`src/rtl/fpnew_opgroup_issue_sched_if.sv`:
```
// Bundle of the requester, opgroup-issue and result-return signals
// shared by the issue scheduler and its environment.
interface fpnew_opgroup_issue_sched_if #(
    parameter int unsigned NumReq         = 4,
    parameter int unsigned ReqWidth       = 64,
    parameter int unsigned RspWidth       = 38,
    parameter int unsigned FmtBits        = 3,
    parameter int unsigned MaxOutstanding = 8
);
    localparam int unsigned CntW = $clog2(MaxOutstanding) + 1;

    logic                               flush_i;
    logic [NumReq-1:0]                  req_valid_i;
    logic [NumReq-1:0]                  req_ready_o;
    logic [NumReq-1:0][ReqWidth-1:0]    req_data_i;
    logic [NumReq-1:0][FmtBits-1:0]     req_fmt_i;
    logic                               fpu_valid_o;
    logic                               fpu_ready_i;
    logic [ReqWidth-1:0]                fpu_data_o;
    logic [FmtBits-1:0]                 fpu_fmt_o;
    logic                               fpu_flush_o;
    logic                               fpu_out_valid_i;
    logic                               fpu_out_ready_o;
    logic [RspWidth-1:0]                fpu_rsp_i;
    logic [NumReq-1:0]                  rsp_valid_o;
    logic [NumReq-1:0]                  rsp_ready_i;
    logic [RspWidth-1:0]                rsp_data_o;
    logic [CntW-1:0]                    outstanding_o;
    logic                               busy_o;
    logic                               err_o;

    // Environment side: requesters plus the opgroup block.
    modport master (
        output flush_i, req_valid_i, req_data_i, req_fmt_i, fpu_ready_i,
               fpu_out_valid_i, fpu_rsp_i, rsp_ready_i,
        input  req_ready_o, fpu_valid_o, fpu_data_o, fpu_fmt_o, fpu_flush_o,
               fpu_out_ready_o, rsp_valid_o, rsp_data_o, outstanding_o, busy_o, err_o
    );

    // Scheduler side.
    modport slave (
        input  flush_i, req_valid_i, req_data_i, req_fmt_i, fpu_ready_i,
               fpu_out_valid_i, fpu_rsp_i, rsp_ready_i,
        output req_ready_o, fpu_valid_o, fpu_data_o, fpu_fmt_o, fpu_flush_o,
               fpu_out_ready_o, rsp_valid_o, rsp_data_o, outstanding_o, busy_o, err_o
    );
endinterface

```
`src/rtl/fpnew_opgroup_issue_sched.sv`:
```
// Round-robin issue of NumReq requesters into one shared opgroup block.
// Issued requester IDs go into an in-flight FIFO so that results can be routed back
// to their owners. New ops issue only while their format matches the ops already in
// flight, so results always come back in issue order.
module fpnew_opgroup_issue_sched #(
    parameter int unsigned NumReq         = 4,
    parameter int unsigned ReqWidth       = 64,
    parameter int unsigned RspWidth       = 38,
    parameter int unsigned FmtBits        = 3,
    parameter int unsigned MaxOutstanding = 8
) (
    input  logic                       clk_i,
    input  logic                       rst_i,
    fpnew_opgroup_issue_sched_if.slave bus
);
    localparam int unsigned IdW  = $clog2(NumReq);
    localparam int unsigned PtrW = $clog2(MaxOutstanding);
    localparam int unsigned CntW = PtrW + 1;

    logic [IdW-1:0]     id_mem [MaxOutstanding];
    logic [PtrW-1:0]    wr_ptr, rd_ptr;
    logic [CntW-1:0]    count, count_next;
    logic [IdW-1:0]     rr_ptr;
    logic [FmtBits-1:0] cur_fmt;
    logic               busy_q;

    logic [NumReq-1:0]  eligible;
    logic               found;
    logic [IdW-1:0]     grant;
    logic [IdW-1:0]     head;
    logic               empty, push, pop;

    logic               fpu_valid, out_ready, err;
    logic [NumReq-1:0]  req_ready, rsp_valid;
    logic [ReqWidth-1:0] fpu_data;
    logic [FmtBits-1:0] fpu_fmt;
    logic [RspWidth-1:0] rsp_data;

    assign empty      = (count == '0);
    assign head       = id_mem[rd_ptr];
    assign count_next = count + CntW'(push) - CntW'(pop);

    // A requester may issue only when there is room and its format matches what is in flight.
    always_comb begin
        for (int unsigned i = 0; i < NumReq; i++) begin
            eligible[i] = bus.req_valid_i[i] && (count < CntW'(MaxOutstanding)) &&
                          (empty || (bus.req_fmt_i[i] == cur_fmt));
        end
    end

    // First eligible requester at or after rr_ptr, wrapping around.
    always_comb begin
        int unsigned idx;
        found = 1'b0;
        grant = '0;
        idx   = 0;
        for (int unsigned k = 0; k < NumReq; k++) begin
            idx = (32'(rr_ptr) + k) % NumReq;
            if (!found && eligible[idx]) begin
                found = 1'b1;
                grant = IdW'(idx);
            end
        end
    end

    // Issue and return handshakes; everything is held quiet in reset and flush.
    always_comb begin
        fpu_valid = found && !bus.flush_i && !rst_i;
        push      = fpu_valid && bus.fpu_ready_i;
        req_ready = '0;
        rsp_valid = '0;
        fpu_data  = '0;
        fpu_fmt   = '0;
        rsp_data  = '0;
        out_ready = 1'b0;
        err       = 1'b0;
        pop       = 1'b0;
        if (!rst_i) begin
            fpu_data = bus.req_data_i[grant];
            fpu_fmt  = bus.req_fmt_i[grant];
            rsp_data = bus.fpu_rsp_i;
            if (push) req_ready[grant] = 1'b1;
            if (empty) begin
                // Nobody owns this result: swallow it and flag it.
                out_ready = 1'b1;
                err       = bus.fpu_out_valid_i;
            end else begin
                out_ready = bus.flush_i || bus.rsp_ready_i[head];
                if (!bus.flush_i) rsp_valid[head] = bus.fpu_out_valid_i;
                pop = !bus.flush_i && bus.fpu_out_valid_i && out_ready;
            end
        end
    end

    // In-flight ID storage; entries are only read while the FIFO holds them.
    always_ff @(posedge clk_i) begin
        if (push) id_mem[wr_ptr] <= grant;
    end

    // FIFO pointers, occupancy, round-robin pointer and in-flight format.
    always_ff @(posedge clk_i or posedge rst_i) begin
        if (rst_i) begin
            wr_ptr  <= '0;
            rd_ptr  <= '0;
            count   <= '0;
            rr_ptr  <= '0;
            cur_fmt <= '0;
            busy_q  <= 1'b0;
        end else if (bus.flush_i) begin
            wr_ptr  <= '0;
            rd_ptr  <= '0;
            count   <= '0;
            rr_ptr  <= '0;
            busy_q  <= 1'b0;
        end else begin
            if (push) begin
                wr_ptr  <= wr_ptr + 1'b1;
                cur_fmt <= bus.req_fmt_i[grant];
                rr_ptr  <= (grant == IdW'(NumReq - 1)) ? '0 : grant + 1'b1;
            end
            if (pop) rd_ptr <= rd_ptr + 1'b1;
            count  <= count_next;
            busy_q <= (count_next != '0);
        end
    end

    assign bus.fpu_valid_o     = fpu_valid;
    assign bus.req_ready_o     = req_ready;
    assign bus.fpu_data_o      = fpu_data;
    assign bus.fpu_fmt_o       = fpu_fmt;
    assign bus.fpu_flush_o     = bus.flush_i;
    assign bus.fpu_out_ready_o = out_ready;
    assign bus.rsp_valid_o     = rsp_valid;
    assign bus.rsp_data_o      = rsp_data;
    assign bus.outstanding_o   = count;
    assign bus.busy_o          = busy_q;
    assign bus.err_o           = err;
endmodule

```
`src/flat_wrapper.sv`:
```
// flat-port wrapper written by rule: the top's interface ports become plain ports
module fpnew_opgroup_issue_sched_flat 
#(
    parameter int unsigned NumReq         = 4,
    parameter int unsigned ReqWidth       = 64,
    parameter int unsigned RspWidth       = 38,
    parameter int unsigned FmtBits        = 3,
    parameter int unsigned MaxOutstanding = 8
)
  (clk_i, rst_i, bus_flush_i, bus_req_valid_i, bus_req_data_i, bus_req_fmt_i, bus_fpu_ready_i, bus_fpu_out_valid_i, bus_fpu_rsp_i, bus_rsp_ready_i, bus_req_ready_o, bus_fpu_valid_o, bus_fpu_data_o, bus_fpu_fmt_o, bus_fpu_flush_o, bus_fpu_out_ready_o, bus_rsp_valid_o, bus_rsp_data_o, bus_outstanding_o, bus_busy_o, bus_err_o);
  fpnew_opgroup_issue_sched_if #(.NumReq(NumReq), .ReqWidth(ReqWidth), .RspWidth(RspWidth), .FmtBits(FmtBits), .MaxOutstanding(MaxOutstanding)) bus_i ();
  input  logic clk_i;
  input  logic rst_i;
  input wire logic [$bits(bus_i.flush_i)-1:0] bus_flush_i;
  input wire logic [$bits(bus_i.req_valid_i)-1:0] bus_req_valid_i;
  input wire logic [$bits(bus_i.req_data_i)-1:0] bus_req_data_i;
  input wire logic [$bits(bus_i.req_fmt_i)-1:0] bus_req_fmt_i;
  input wire logic [$bits(bus_i.fpu_ready_i)-1:0] bus_fpu_ready_i;
  input wire logic [$bits(bus_i.fpu_out_valid_i)-1:0] bus_fpu_out_valid_i;
  input wire logic [$bits(bus_i.fpu_rsp_i)-1:0] bus_fpu_rsp_i;
  input wire logic [$bits(bus_i.rsp_ready_i)-1:0] bus_rsp_ready_i;
  output wire logic [$bits(bus_i.req_ready_o)-1:0] bus_req_ready_o;
  output wire logic [$bits(bus_i.fpu_valid_o)-1:0] bus_fpu_valid_o;
  output wire logic [$bits(bus_i.fpu_data_o)-1:0] bus_fpu_data_o;
  output wire logic [$bits(bus_i.fpu_fmt_o)-1:0] bus_fpu_fmt_o;
  output wire logic [$bits(bus_i.fpu_flush_o)-1:0] bus_fpu_flush_o;
  output wire logic [$bits(bus_i.fpu_out_ready_o)-1:0] bus_fpu_out_ready_o;
  output wire logic [$bits(bus_i.rsp_valid_o)-1:0] bus_rsp_valid_o;
  output wire logic [$bits(bus_i.rsp_data_o)-1:0] bus_rsp_data_o;
  output wire logic [$bits(bus_i.outstanding_o)-1:0] bus_outstanding_o;
  output wire logic [$bits(bus_i.busy_o)-1:0] bus_busy_o;
  output wire logic [$bits(bus_i.err_o)-1:0] bus_err_o;
  assign bus_i.flush_i = bus_flush_i;
  assign bus_i.req_valid_i = bus_req_valid_i;
  assign bus_i.req_data_i = bus_req_data_i;
  assign bus_i.req_fmt_i = bus_req_fmt_i;
  assign bus_i.fpu_ready_i = bus_fpu_ready_i;
  assign bus_i.fpu_out_valid_i = bus_fpu_out_valid_i;
  assign bus_i.fpu_rsp_i = bus_fpu_rsp_i;
  assign bus_i.rsp_ready_i = bus_rsp_ready_i;
  assign bus_req_ready_o = bus_i.req_ready_o;
  assign bus_fpu_valid_o = bus_i.fpu_valid_o;
  assign bus_fpu_data_o = bus_i.fpu_data_o;
  assign bus_fpu_fmt_o = bus_i.fpu_fmt_o;
  assign bus_fpu_flush_o = bus_i.fpu_flush_o;
  assign bus_fpu_out_ready_o = bus_i.fpu_out_ready_o;
  assign bus_rsp_valid_o = bus_i.rsp_valid_o;
  assign bus_rsp_data_o = bus_i.rsp_data_o;
  assign bus_outstanding_o = bus_i.outstanding_o;
  assign bus_busy_o = bus_i.busy_o;
  assign bus_err_o = bus_i.err_o;
  fpnew_opgroup_issue_sched #(.NumReq(NumReq), .ReqWidth(ReqWidth), .RspWidth(RspWidth), .FmtBits(FmtBits), .MaxOutstanding(MaxOutstanding)) u_core (.clk_i(clk_i), .rst_i(rst_i), .bus(bus_i));
endmodule
```
`config.mk`:
```
export PLATFORM = sky130hd
export DESIGN_NAME = fpnew_opgroup_issue_sched_flat
export DESIGN_NICKNAME = d
export VERILOG_FILES = /design/src/rtl/fpnew_opgroup_issue_sched_if.sv /design/src/rtl/fpnew_opgroup_issue_sched.sv /design/src/flat_wrapper.sv
export SDC_FILE = /design/constraint.sdc
export NUM_CORES = 1
export LEC_CHECK = 0
export CORE_AREA = 2 2 170 172
export DETAILED_ROUTE_END_ITERATION = 10
export DIE_AREA = 0 0 172 174
export MAX_ROUTING_LAYER = met4
export PLACE_DENSITY = 0.53
export SYNTH_ARGS = -nofsm -noshare
export SYNTH_HDL_FRONTEND = slang
export SYNTH_SLANG_ARGS = --single-unit
```
`constraint.sdc`:
```
create_clock -name clk_i -period 8.2 [get_ports clk_i]
set_clock_uncertainty 0.2 [all_clocks]
set_input_delay 1.64 -clock clk_i [delete_from_list [all_inputs] [get_ports clk_i]]
set_output_delay 1.64 -clock clk_i [all_outputs]
set_load 0.01 [all_outputs]
```
==> key figures <==
Worst setup path
  • Critical Path AT: 5230 ps
  • Required @ worst endpoint: 6360 ps
  • Worst flop-to-flop path startpoint: u_core.bus.outstanding_o[3]
  • R2R cell count: 12
  • Kind of critical path: input pin to primary output
  • CP max FO: 28
  • Crit. End Element: primary output
  • Startpoint types: input pin
  • R2R setup slack: 3990 ps
  • CP startpoint: bus_req_valid_i[3]

Min path
  • Hold Crit Class: register to register
  • WHS Path Cells: 2
  • Hold path start: u_core.rd_ptr[2]

Die
  • Die X: 172 um
  • Die Ht: 174 um
  • Core area: 28,200 um2
  • DIE AREA: 29,900 um2
  • Initial Util: 0.153
  • Standard-cell rows: 62
  • Top Ports: 441

STA
  • Period Utilization, post-route: 0.862
  • Final hold viol count: 0
  • RSZ-0062 raised after global routing: false
  • Max Slew Vio Count: 0
  • Setup Viol. Count Final: 0
  • Slew HR: 0.428
  • Fin Setup TNS: 0 ps
  • Actual slew at the worst max-slew pin: 847 ps
  • Final critical-path required period: 7070 ps
  • Max Freq: 141 MHz

Clock tree
  • Clock Tree Root: clkbuf_16
  • Worst-skew pair later-pin latency: 270 ps
  • Setup Fix Bufs, Post-CTS: 0
  • Total clock sinks: 32
  • Worst-path clk slew: 50 ps
  • Cts hold-fix bufs: 0
  • CTS Buf Count: 5
  • Clk buf depth: 2
  • H-tree levels: 2
  • CTS resizes: 0
  • CTS tree: built

Place
  • Port buffer count: 440
  • Routability cong.: 0.843
  • Placed Area: 9100 um2
  • Hpwl dp: 20,800 um

Routing
  • Initial DRC count: 181
  • Vias/cell: 4.09
  • Routed WL per cell: 20.2 um
  • DRC: 0
  • Aggregate routed wire length: 24,300 um
  • Via count of the routed design: 4,934
  • Post-route ant nets: 0
  • First-pass detailed-route iteration total: 4

Power and ir drop
  • Worst vdd ir: 0.210 mV
  • Pwr dens: 302 nW/um2
  • Tot Pwr: 2.79 mW
  • Pleak: 3.27 nW

Synth
  • Register area share after synthesis: 0.203
  • Syn nets: 725
  • Post-synthesis async set-or-reset flop share: 0.500
  • Top-area cell type share of the netlist area: 0.354
  • Gate count after technology mapping: 394
  • Distinct cells, synth: 45
  • Synth warn: 0
  • Top cells by area, synth: mux4_2 35%, edfxtp_1 11%, and2_1 9.5%
  • Largest area contributor in the netlist: mux4_2
  • Ys flop type: edfxtp_1
  • FF+latch count, synth: 32
  • Cell area after synthesis: 4330 um2
  • Number of synthesized flops with an enable pin: 16
  • Avg Inst Size Synth: 11.0 um2

Layout
  • Post-route cell area: 9240 um2
  • Fraction of layout cells with a size suffix above 1: 0.116
  • Final nets: 1,149
  • Fin util: 0.327
  • Area Growth Syn to Fin: 113%
  • Most frequent cells in the layout: 439 x clkdlybuf4s50_1, 68 x mux4_2, 66 x and2_1
  • Leading cell type in the layout, fill and taps excluded: clkdlybuf4s50_1

GRT
  • Grt ovf: 0
  • Vias in the first global route: 5,260
  • Initial antenna violation count: 2
  • Largest net degree at the start of global routing: 49
  • Tot GR Track Use: 0.160
  • First-pass GRT wire length: 34,500 um

Run
  • Max-Cap Viols: 0

Status
  • Status: finished clean
-- layer usage --
layer	global-route usage	vias to the layer above	part of all wire
li1	-	2324	-
met5	-	-	0
met4	0.0270	0	0.011
met1	0.190	2387	0.39
met3	0.0294	12	0.065
met2	0.285	211	0.53
-- per-stage QoR --
stage               cells  hold slack (ps)  setup WS [ps]
global route         1205              442            891
CTS                  1203              423           1060
detailed placement   1195              411           1070
global placement     1195              396           1080
finish               1205              414           1130
floorplan             394              365           2630
-- cell families (layout without fill, tap and decap cells) --
group	Yosys count	count (layout)	share of synthesized area
other	0	2	0
DFF	32	32	0.203
AOI/OAI and AO/OA	31	31	0.0532
adders and majority gates	12	12	0.0364
xor gates and xnor gates	16	16	0.0324
and+or+nand+nor	182	182	0.249
buffers and inverters	48	473	0.0604
muxes	73	73	0.365
-- worst paths after layout --
path	to
min in group asynchronous	u_core.wr_ptr[2]
max in group asynchronous	u_core.cur_fmt[2]
max	bus_fpu_data_o[10]
min reg2reg	u_core.rd_ptr[2]
max reg2reg	u_core.bus.busy_o
min	u_core.rd_ptr[2]
-- worst max-delay path: stages --
cell             delay, ps
clkdlybuf4s50_1        510
nor2b_1                160
and4_1                 250
nor2_1                  80
a2111o_2               560
nand2_4                470
buf_4                  330
mux4_2                 520
and2_1                 220
clkdlybuf4s50_1        490
-- area by class of cell --
| type | instances | area [um2] |
|---|---|---|
| Multi-Input combinational cell | 314 | 3200 |
| Fill cell | 2928 | 19000 |
| Timing Repair Buffer | 450 | 4490 |
| Antenna cell | 2 | 5.00 |
| Inverter | 15 | 56.3 |
| Tap cell | 384 | 480 |
| Clock buffer | 7 | 133 |
| Clock inverter | 1 | 5.00 |
| Sequential cell | 32 | 881 |
-- registers in the layout (all words and copies together) (netlist names) --
signal,flops
u_core.id_mem,16
u_core.bus.outstanding_o,4
u_core.cur_fmt,3
u_core.rd_ptr,3
u_core.wr_ptr,3
u_core.rr_ptr,2
u_core.bus.busy_o,1
-- synth_stat cells, drive strengths merged (3+ instances only) --
cell and number:
xnor2 15, nor2b 42, nand2 14, o31ai 4, and3 12, mux2i 5, dfrtp 16, edfxtp 16
a21oi 3, a31oi 3, mux4 68, nand3 8, ha 11, inv 15, nand2b 4, or3 3
and2 66, nor2 17, clkbuf 20, buf 13, o21ai 10, nor3 7
-- where the power goes --
group	total [mW]	switching (mW)	internal (mW)
logic	2.37	0.997	1.37
registers	0.251	0.0331	0.218
clock network	0.174	0.0624	0.112
No activity file was read; power rests on OpenSTA's default activity.
